==> src/rtl/mips_pkg.sv <==
// Shared MIPS pipeline definitions: access sizes, MEM-stage FSM encoding,
// MEM-stage request/writeback records and the alignment predicate.
package mips_pkg;

  localparam logic [1:0] SZ_BYTE = 2'b00;
  localparam logic [1:0] SZ_HALF = 2'b01;
  localparam logic [1:0] SZ_WORD = 2'b10;

  typedef enum logic [1:0] {
    MEM_IDLE = 2'd0,
    MEM_REQ  = 2'd1,
    MEM_WAIT = 2'd2
  } mem_state_e;

  // Access captured when a load/store enters the MEM stage.
  typedef struct packed {
    logic       store;
    logic [1:0] size;
    logic       uns;
    logic [1:0] lo;        // low address bits after any lane-0 forcing
    logic [4:0] rd;
    logic       reg_write;
  } mem_req_t;

  // Registered writeback bundle.
  typedef struct packed {
    logic        valid;
    logic        reg_write;
    logic [4:0]  rd;
    logic [31:0] data;
    logic        exc;
  } wb_t;

  // Half must be 2-byte aligned, word must be 4-byte aligned.
  function automatic logic is_misaligned(input logic [1:0] size, input logic [1:0] lo);
    return ((size == SZ_HALF) && lo[0]) || ((size == SZ_WORD) && (lo != 2'b00));
  endfunction

endpackage

==> src/rtl/mem_load_align.sv <==
// Combinational byte-lane logic for the MEM stage: store byte enables and
// lane-replicated write data, plus load lane extraction and sign/zero extend.
// LITTLE_ENDIAN=0 mirrors the byte lane index (lane = 3 - addr[1:0]).
module mem_load_align
  import mips_pkg::*;
#(
  parameter bit LITTLE_ENDIAN = 1'b1
) (
  input  logic [1:0]  st_size,
  input  logic [1:0]  st_lo,
  input  logic [31:0] st_wdata,
  output logic [3:0]  st_be,
  output logic [31:0] st_wdata_rep,
  input  logic [1:0]  ld_size,
  input  logic [1:0]  ld_lo,
  input  logic        ld_unsigned,
  input  logic [31:0] ld_rdata,
  output logic [31:0] ld_data
);

  localparam int NUM_LANES = 4;

  logic [1:0]                 st_lane, ld_lane;
  logic                       st_hsel, ld_hsel;
  logic [NUM_LANES-1:0][7:0]  rbytes;
  logic [1:0][15:0]           rhalves;
  logic [7:0]                 ld_byte;
  logic [15:0]                ld_half;

  assign st_lane = LITTLE_ENDIAN ? st_lo : (2'd3 - st_lo);
  assign ld_lane = LITTLE_ENDIAN ? ld_lo : (2'd3 - ld_lo);
  // Upper half sits in bits[31:16] for little-endian addr[1]=1, big-endian addr[1]=0.
  assign st_hsel = LITTLE_ENDIAN ? st_lo[1] : ~st_lo[1];
  assign ld_hsel = LITTLE_ENDIAN ? ld_lo[1] : ~ld_lo[1];

  assign rbytes  = ld_rdata;
  assign rhalves = ld_rdata;
  assign ld_byte = rbytes[ld_lane];
  assign ld_half = rhalves[ld_hsel];

  // Store side: enables follow the lane, data is replicated to every lane.
  always_comb begin
    st_be        = 4'b1111;
    st_wdata_rep = st_wdata;
    case (st_size)
      SZ_BYTE: begin
        st_be        = 4'b0001 << st_lane;
        st_wdata_rep = {4{st_wdata[7:0]}};
      end
      SZ_HALF: begin
        st_be        = st_hsel ? 4'b1100 : 4'b0011;
        st_wdata_rep = {2{st_wdata[15:0]}};
      end
      default: ;
    endcase
  end

  // Load side: pick the lane and extend; word ignores the unsigned flag.
  always_comb begin
    ld_data = ld_rdata;
    case (ld_size)
      SZ_BYTE: ld_data = {{24{~ld_unsigned & ld_byte[7]}}, ld_byte};
      SZ_HALF: ld_data = {{16{~ld_unsigned & ld_half[15]}}, ld_half};
      default: ;
    endcase
  end

endmodule

==> src/rtl/mem_access_stage.sv <==
// MEM stage of the five-stage MIPS pipeline. Non-memory ops retire one cycle
// after entry; loads/stores drive a valid/ready data-memory port and stall
// upstream until they complete. All outputs except stall_o are registered.
// Optional build macro MEM_ALIGN_CHECK_EN: misaligned half/word accesses are
// not issued and retire with exc_misalign=1. Without it, offending low address
// bits are forced to lane 0 and exc_misalign stays 0.
module mem_access_stage
  import mips_pkg::*;
#(
  parameter int ADDR_W        = 32,
  parameter bit LITTLE_ENDIAN = 1'b1
) (
  input  logic              clk,
  input  logic              rst_n,
  input  logic              ex_valid,
  input  logic              ex_mem_read,
  input  logic              ex_mem_write,
  input  logic [1:0]        ex_size,
  input  logic              ex_unsigned,
  input  logic [31:0]       ex_alu_out,
  input  logic [31:0]       ex_wdata,
  input  logic [4:0]        ex_rd,
  input  logic              ex_reg_write,
  output logic              stall_o,
  output logic              dm_req,
  output logic              dm_we,
  output logic [ADDR_W-1:0] dm_addr,
  output logic [3:0]        dm_be,
  output logic [31:0]       dm_wdata,
  input  logic              dm_ready,
  input  logic              dm_rvalid,
  input  logic [31:0]       dm_rdata,
  output logic              wb_valid,
  output logic              wb_reg_write,
  output logic [4:0]        wb_rd,
  output logic [31:0]       wb_data,
  output logic              exc_misalign
);

  mem_state_e        state_q, state_d;
  mem_req_t          req_q, req_d;
  wb_t               wb_q, wb_d;
  logic              dm_req_q, dm_req_d;
  logic              dm_we_q, dm_we_d;
  logic [ADDR_W-1:0] dm_addr_q, dm_addr_d;
  logic [3:0]        dm_be_q, dm_be_d;
  logic [31:0]       dm_wdata_q, dm_wdata_d;

  logic              is_mem, mis_op, mem_go;
  logic [1:0]        lo_fix;
  logic [3:0]        st_be;
  logic [31:0]       st_wdata_rep, ld_data;

  assign is_mem = ex_valid & (ex_mem_read | ex_mem_write);

`ifdef MEM_ALIGN_CHECK_EN
  assign mis_op = is_mem & is_misaligned(ex_size, ex_alu_out[1:0]);
  assign lo_fix = ex_alu_out[1:0];
`else
  assign mis_op = 1'b0;
  // Silently align: half drops addr[0], word drops addr[1:0].
  assign lo_fix = (ex_size == SZ_BYTE) ? ex_alu_out[1:0] :
                  (ex_size == SZ_HALF) ? {ex_alu_out[1], 1'b0} : 2'b00;
`endif

  assign mem_go = is_mem & ~mis_op;

  mem_load_align #(.LITTLE_ENDIAN(LITTLE_ENDIAN)) u_align (
    .st_size      (ex_size),
    .st_lo        (lo_fix),
    .st_wdata     (ex_wdata),
    .st_be        (st_be),
    .st_wdata_rep (st_wdata_rep),
    .ld_size      (req_q.size),
    .ld_lo        (req_q.lo),
    .ld_unsigned  (req_q.uns),
    .ld_rdata     (dm_rdata),
    .ld_data      (ld_data)
  );

  // Upstream hold: any in-flight access, released in its completion cycle.
  always_comb begin
    case (state_q)
      MEM_IDLE: stall_o = mem_go;
      MEM_REQ:  stall_o = ~(dm_ready & req_q.store);
      MEM_WAIT: stall_o = ~dm_rvalid;
      default:  stall_o = 1'b0;
    endcase
  end

  // FSM next state plus next values of every registered output.
  always_comb begin
    state_d           = state_q;
    req_d             = req_q;
    wb_d              = wb_q;
    wb_d.valid        = 1'b0;
    wb_d.reg_write    = 1'b0;
    wb_d.exc          = 1'b0;
    dm_req_d          = dm_req_q;
    dm_we_d           = dm_we_q;
    dm_addr_d         = dm_addr_q;
    dm_be_d           = dm_be_q;
    dm_wdata_d        = dm_wdata_q;
    case (state_q)
      MEM_IDLE: begin
        if (mem_go) begin
          req_d.store     = ex_mem_write;
          req_d.size      = ex_size;
          req_d.uns       = ex_unsigned;
          req_d.lo        = lo_fix;
          req_d.rd        = ex_rd;
          req_d.reg_write = ex_reg_write;
          dm_req_d        = 1'b1;
          dm_we_d         = ex_mem_write;
          dm_addr_d       = {ex_alu_out[ADDR_W-1:2], 2'b00};
          dm_be_d         = st_be;
          dm_wdata_d      = st_wdata_rep;
          state_d         = MEM_REQ;
        end else if (ex_valid) begin
          // ALU op, or a rejected misaligned access when checking is built in.
          wb_d.valid     = 1'b1;
          wb_d.reg_write = ex_reg_write & ~mis_op;
          wb_d.rd        = ex_rd;
          wb_d.data      = ex_alu_out;
          wb_d.exc       = mis_op;
        end
      end
      MEM_REQ: begin
        if (dm_ready) begin
          dm_req_d = 1'b0;
          if (req_q.store) begin
            wb_d.valid = 1'b1;
            wb_d.rd    = req_q.rd;
            state_d    = MEM_IDLE;
          end else begin
            state_d = MEM_WAIT;
          end
        end
      end
      MEM_WAIT: begin
        if (dm_rvalid) begin
          wb_d.valid     = 1'b1;
          wb_d.reg_write = req_q.reg_write;
          wb_d.rd        = req_q.rd;
          wb_d.data      = ld_data;
          state_d        = MEM_IDLE;
        end
      end
      default: state_d = MEM_IDLE;
    endcase
  end

  // State and output registers; reset abandons any in-flight access.
  always_ff @(posedge clk or negedge rst_n) begin
    if (!rst_n) begin
      state_q    <= MEM_IDLE;
      req_q      <= '0;
      wb_q       <= '0;
      dm_req_q   <= 1'b0;
      dm_we_q    <= 1'b0;
      dm_addr_q  <= '0;
      dm_be_q    <= '0;
      dm_wdata_q <= '0;
    end else begin
      state_q    <= state_d;
      req_q      <= req_d;
      wb_q       <= wb_d;
      dm_req_q   <= dm_req_d;
      dm_we_q    <= dm_we_d;
      dm_addr_q  <= dm_addr_d;
      dm_be_q    <= dm_be_d;
      dm_wdata_q <= dm_wdata_d;
    end
  end

  assign dm_req       = dm_req_q;
  assign dm_we        = dm_we_q;
  assign dm_addr      = dm_addr_q;
  assign dm_be        = dm_be_q;
  assign dm_wdata     = dm_wdata_q;
  assign wb_valid     = wb_q.valid;
  assign wb_reg_write = wb_q.reg_write;
  assign wb_rd        = wb_q.rd;
  assign wb_data      = wb_q.data;
  assign exc_misalign = wb_q.exc;

endmodule

==> config.mk <==
export PLATFORM = sky130hd
export DESIGN_NAME = mem_access_stage
export DESIGN_NICKNAME = d
export VERILOG_FILES = /design/src/rtl/mips_pkg.sv /design/src/rtl/mem_load_align.sv /design/src/rtl/mem_access_stage.sv
export SDC_FILE = /design/constraint.sdc
export NUM_CORES = 1
export LEC_CHECK = 0
export ABC_AREA = 1
export BUFFER_PORTS_ARGS = -buffer_cell sky130_fd_sc_hd__buf_4
export CAP_MARGIN = 20
export CORE_MARGIN = 10
export CORE_UTILIZATION = 46
export CTS_BUF_LIST = sky130_fd_sc_hd__clkbuf_8
export DETAILED_ROUTE_END_ITERATION = 10
export PLACE_DENSITY = 0.78
export SETUP_SLACK_MARGIN = 0.15
export SYNTH_ARGS = -nofsm -noshare
export SYNTH_HDL_FRONTEND = slang
export SYNTH_SLANG_ARGS = --single-unit
==> constraint.sdc <==
create_clock -name clk -period 1.5 [get_ports clk]
set_clock_uncertainty 0.05 [all_clocks]
set_input_delay 0.3 -clock clk [delete_from_list [all_inputs] [get_ports clk]]
set_output_delay 0.3 -clock clk [all_outputs]
set_load 0.02 [all_outputs]
Word-level counts from Yosys, hierarchy flattened
Index checks and enable logic that the tools add are counted.

Order comparisons: 2. Equality and inequality tests: 10. Shift-type cells: 1. Mux-type cells: 31. Bitwise logic cells: 8. Reduce and logical (&&, ||, !) cells: 11.

Operators by type and width (number): case mux 32 bit (2 select lines) (3); 2-to-1 mux 40 bit (2); 2-to-1 mux 39 bit (1); 2-to-1 mux 16 bit (2); binary-select mux 8 bit (select 2 bit) (1); case mux 5 bit (3 select lines) (1); 2-to-1 mux 2 bit (6); inequality test 2 bit (second input constant) (6); 2-to-1 mux 5 bit (2); 2-to-1 mux 8 bit (1); case mux 4 bit (2 select lines) (1); equality test 2 x 1 -> 1 bit (second input constant) (3); logical NOT 2 bit (3); case mux 1 bit (3 select lines) (2); case mux 2 bit (3 select lines) (1); AND reduction 3 bit (2); AND reduction 6 bit (1); 2-to-1 mux 1 bit (5); AND 1 bit (4); 2-to-1 mux 4 bit (1); case mux 1 bit (2 select lines) (2); AND reduction 4 bit (1); nonzero test 2 bit (2); << shifter 1 x 2 -> 4 bit (first input constant) (1); other kinds (7) (9).

Register bits: 121. Input port bits: 112. Output and inout bits: 111. Word-level logic and storage cells: 79.

Depth between registers and ports, before layout
Depth after elaboration: 6. Mapped depth: 11. Gate-level depth less buffers: 11.

Hierarchy
A second synthesis with hierarchy kept.

Cell total of the unflattened synthesis: 922. Area total of the unflattened synthesis: 6565.0 µm².

By module, submodules not included: mem_access_stage (instances 1, cells an instance 671, area an instance 5303.8 µm², seq. area each 3002.9 µm²); mem_load_align (instances 1, cells an instance 251, area an instance 1261.2 µm², seq. area each 0.0 µm²).

Worst setup path after synthesis
OpenSTA, ideal clock, no wires.

Path type: register to output. Start: register state_q[1]. End: output port stall_o. Arrival: 1.444 ns. Required time: 1.150 ns. Setup slack: -0.294 ns. Stages on the path, launching flop included: 10. Buffers on the path: 0. Cell sequence: dfrtp_1 -> inv_1 -> ha_1 -> inv_1 -> or2_2 -> nand2_1 -> inv_1 -> nand2_1 -> nor2_1 -> nor2_1.

Longest elaborated chain between the ends: 2. Elaborated cells between the ends (all ways): 4. Classes of those cells: eq/ne (2); mux (1); reduce/logical (1).

Ends and longest elaborated chain: start: declaration (line mem_access_stage.sv:40) `mem_state_e state_q, state_d;`; start signal: assignment (line mem_access_stage.sv:165) `state_q <= state_d;`; equality test 2 bit, or another cell as far along (line mem_access_stage.sv:83) `case (state_q)`; case mux 1 bit (3 select lines) * (line mem_access_stage.sv:83); end: declaration (line mem_access_stage.sv:24) `output logic stall_o,`.

Every way passes the cells marked *; elsewhere a longest branch is shown, timed or not.

Final worst setup path
Ends and elaborated chain as after synthesis.

==> out/results.tsv <==
stage	metric	value	unit
floorplan	boundaryPins	223	
global_route	grt_pass1_wl	35100	um
power_and_ir_drop	leakage	5.00	nW
floorplan	die_x	134	um
clock_network	clock_latency	0.47	ns
drt	routed_wl	26300	um
drt	firstDrtPassIters	5	
sta	min_period	2.14	ns
outcome	violations	negative setup slack	
floorplan	rows	41	
synth	ys_seq_area_share	50.5	%
global_route	met2_usage	40.4	%
global_route	grtUsageMet1	28.4	%
global_route	use_met3	7.97	%
clock_network	cts_buffers	17	
floorplan	core_area	12600	um2
sta	fmax	467	MHz
synth	yosysWarnings	0	
setup_path	cp.arrival	1.79	ns
sta	final.setup.worst_slack	-0.640	ns
power_and_ir_drop	p_int	13.0	mW
clock_network	cts-root-buf	clkbuf_8	
setup_path	critPathLaunchType	flop	
clock_network	clock-sinks	120	
global_route	grt_max_degree	82	
placed_design	gp_congestion	0.926	
clock_network	h-tree-depth	4	
global_route	grt_antenna_before_repair	0	
synth	synth_cell_types	32	
power_and_ir_drop	max-vdd-ir-drop	1.06	mV
layout	nFillCells	787	
synth	synthTopCellsByArea	dfrtp_1, nand2_1, a21oi_1	
setup_path	startpoint	state_q[1]	
synth	synth_xor_area_share	0	%
layout	num_antenna_cells	0	
sta	finalSetupViolCount	118	
sta	slew_viol_final	0	
global_route	grt_pass1_vias	6548	
run	max_cap_violations	0	
synth	synthSimpleGateAreaFrac	26.6	%
power_and_ir_drop	p_per_area	2340	nW/um2
drt	via_per_inst	5.56	
global_route	grt.total_usage	24.6	%
sta	finalHoldViolations	0	
setup_path	reg2reg_from	state_q[1]	
setup_path	endpoint	stall_o	
synth	ys_ff_latch	120	
power_and_ir_drop	p_sw_share	44.6	%
setup_path	crit_path_end_kind	output pin	
setup_path	worstSetupPathType	flop to output pin	
layout	area_delta_synth_final	69.1	%
placed_design	portBuffers	219	
global_route	overflow	0	
floorplan	initial_utilization	47.1	%
drt	drt_iter0_markers	925	
power_and_ir_drop	power_switching	10.5	mW
drt	antenna_left	0	
synth	syn_inst	769	
clock_network	cts_tree	yes	
synth	synthAdderAreaFrac	0.842	%
global_route	grt_busiest_layer	met2	
layout	finish.utilization	79.7	%
setup_path	reg2reg_to	wb_rd[2]	
sta	whs	0.0426	ns
outcome	status	finished, violations left	
setup_path	ff2ff_path_depth	16	
layout	layout.nets	1192	
setup_path	crit_fanout	3	
sta	finalCritPeriodShare	143	%
synth	synth_top_family_by_area	simple AND/OR/NAND/NOR gates	
synth	synth_compound_area_share	15.8	%
floorplan	die_y	134	um
placed_design	dp_hpwl	15100	um
synth	yosysTopAreaCell	dfrtp_1	
sta	worstMarginPinSlew	0.512	ns
power_and_ir_drop	clkPwrFrac	12.6	%
sta	worst_slew_margin_rel	65.9	%
power_and_ir_drop	seq_power_share	25.5	%
synth	synth_mux_area_share	0	%
floorplan	dieArea	17900	um2
setup_path	required	1.15	ns
power_and_ir_drop	pwr-share-comb	61.9	%
synth	syn_avg_cell_area	7.73	um2
synth	syn_area	5950	um2
drt	vias	6994	
layout	drive_above_1_share	41.6	%
setup_path	reg2reg_slack	-0.52	ns
clock_network	ctsLongestPathBuffers	2	
drt	wl_per_cell	20.9	um
sta	rsz0062_at_grt	yes	
synth	synth_top_area_share	50.5	%
placed_design	pre_cts_ws	-0.212	ns
drt	route.detailed.drc	0	
worst_hold_path	min_path_type	input port to flop	
clock_network	clk_pin_slew	0.08	ns
==> per-layer routing <==
layer | share of wire (%) | vias to the layer above
li1 | - | 3100
met1 | 37 | 3330
met2 | 50 | 445
met3 | 8.6 | 119
met4 | 5.2 | 0
met5 | 0 | -
==> stage by stage <==
step | cell area (um2) | setup TNS, ns | power (mW) | cells
after floorplan | 5970 | -12.19 | 11.8 | 771
after global placement | 8050 | -10.52 | 16.0 | 1160
after detailed placement | 8050 | -13.60 | 16.3 | 1160
after CTS | 9350 | -23.02 | 21.3 | 1238
after global routing | 10100 | -34.57 | 24.7 | 1259
final | 10100 | -26.99 | 23.5 | 1259
==> cell usage after synthesis, drive strengths merged <==
library cell	number
o21a	1
dfrtp	120
or2	2
nand2	263
conb	1
clkbuf	19
clkinv	2
nor3	5
o21ai	71
a21oi	96
ha	4
a31oi	6
o31ai	2
nor2	89
nand3	27
buf	24
inv	36
o211ai	1
==> power by group through the flow <==
stage	Combinational [mW]	Sequential [mW]	Clock, mW
after global routing	15.4	6.18	3.12
after CTS	12.6	5.76	2.95
after global placement	10.4	5.67	0
after floorplan	4.46	7.31	0
final	14.5	6.00	2.95
after detailed placement	10.6	5.71	0
==> flip-flops by register name, summed over array words and instances, names as in the netlist <==
register	flops
dm_addr	30
dm_be	4
dm_req	1
dm_wdata	32
dm_we	1
req_q	11
state_q	2
wb_data	32
wb_rd	5
wb_reg_write	1
wb_valid	1
==> how the worst min path moves through the flow <==
stage,to,cells after the start,slack [ns],start
floorplan,dm_addr[10],0,-0.05,rst_n
global placement,dm_wdata[22],1,0.05,rst_n
detailed placement,dm_wdata[22],1,0.05,rst_n
CTS,dm_addr[26],3,0.003,ex_alu_out[26]
global route,dm_addr[2],3,0.03,ex_alu_out[2]
finish,dm_addr[26],3,0.04,ex_alu_out[26]
==> layout by cell type (no fill, tap or decap), drive strengths merged <==
master and count:
clkbuf 29, ha 4, o31ai 2, nor3 5, bufinv 2, o21ai 71
dfrtp 120, inv 37, o211ai 1, nand2 264, conb 3, clkinv 7
o21a 1, buf 290, clkinvlp 2, a21oi 96, dlygate4sd3 28, or2 2
nor2 89, a31oi 6, nand3 27, bufbuf 1
==> kinds of logic (layout without fill, tap and decap cells) <==
logic type | after synthesis | after routing
other | 1 | 3
flip-flops | 120 | 120
AND/OR/NAND/NOR | 386 | 387
adder cells (fa/ha/maj) | 4 | 4
buffers and inverters | 81 | 396
AO/OA/AOI/OAI | 177 | 177
==> critical path, stage by stage, from the launching register on <==
cell and delay [ns]:
dfrtp_1 0.40, inv_2 0.08, ha_4 0.13, inv_2 0.04, or2_4 0.23, nand2_2 0.06
inv_2 0.04, nand2_2 0.07, nor2_4 0.05, nor2_4 0.09, buf_6 0.12
==> repair_timing <==
| action | 4_1_cts | 5_1_grt |
|---|---|---|
| cloned | 5 | 15 |
| hold buffers | 28 | 0 |
| gates resized for setup | 98 | 104 |
| endpoints found under the hold margin | 147 | 0 |
| setup endpoints to repair | 226 | 227 |
| pin swaps | 8 | 11 |
| buffers inserted | 15 | 6 |
==> layout make-up <==
type / count / area (um2) / share of cell area (%)
Clock buffer: 20 / 275 / 2.74
Clock inverter: 10 / 104 / 1.03
Inverter: 38 / 180 / 1.79
Multi-Input combinational cell: 571 / 3020 / 30.0
Sequential cell: 120 / 3000 / 29.9
Tap cell: 172 / 215 / 2.14
Timing Repair Buffer: 328 / 3260 / 32.4
(Power assumes the default switching activity.)
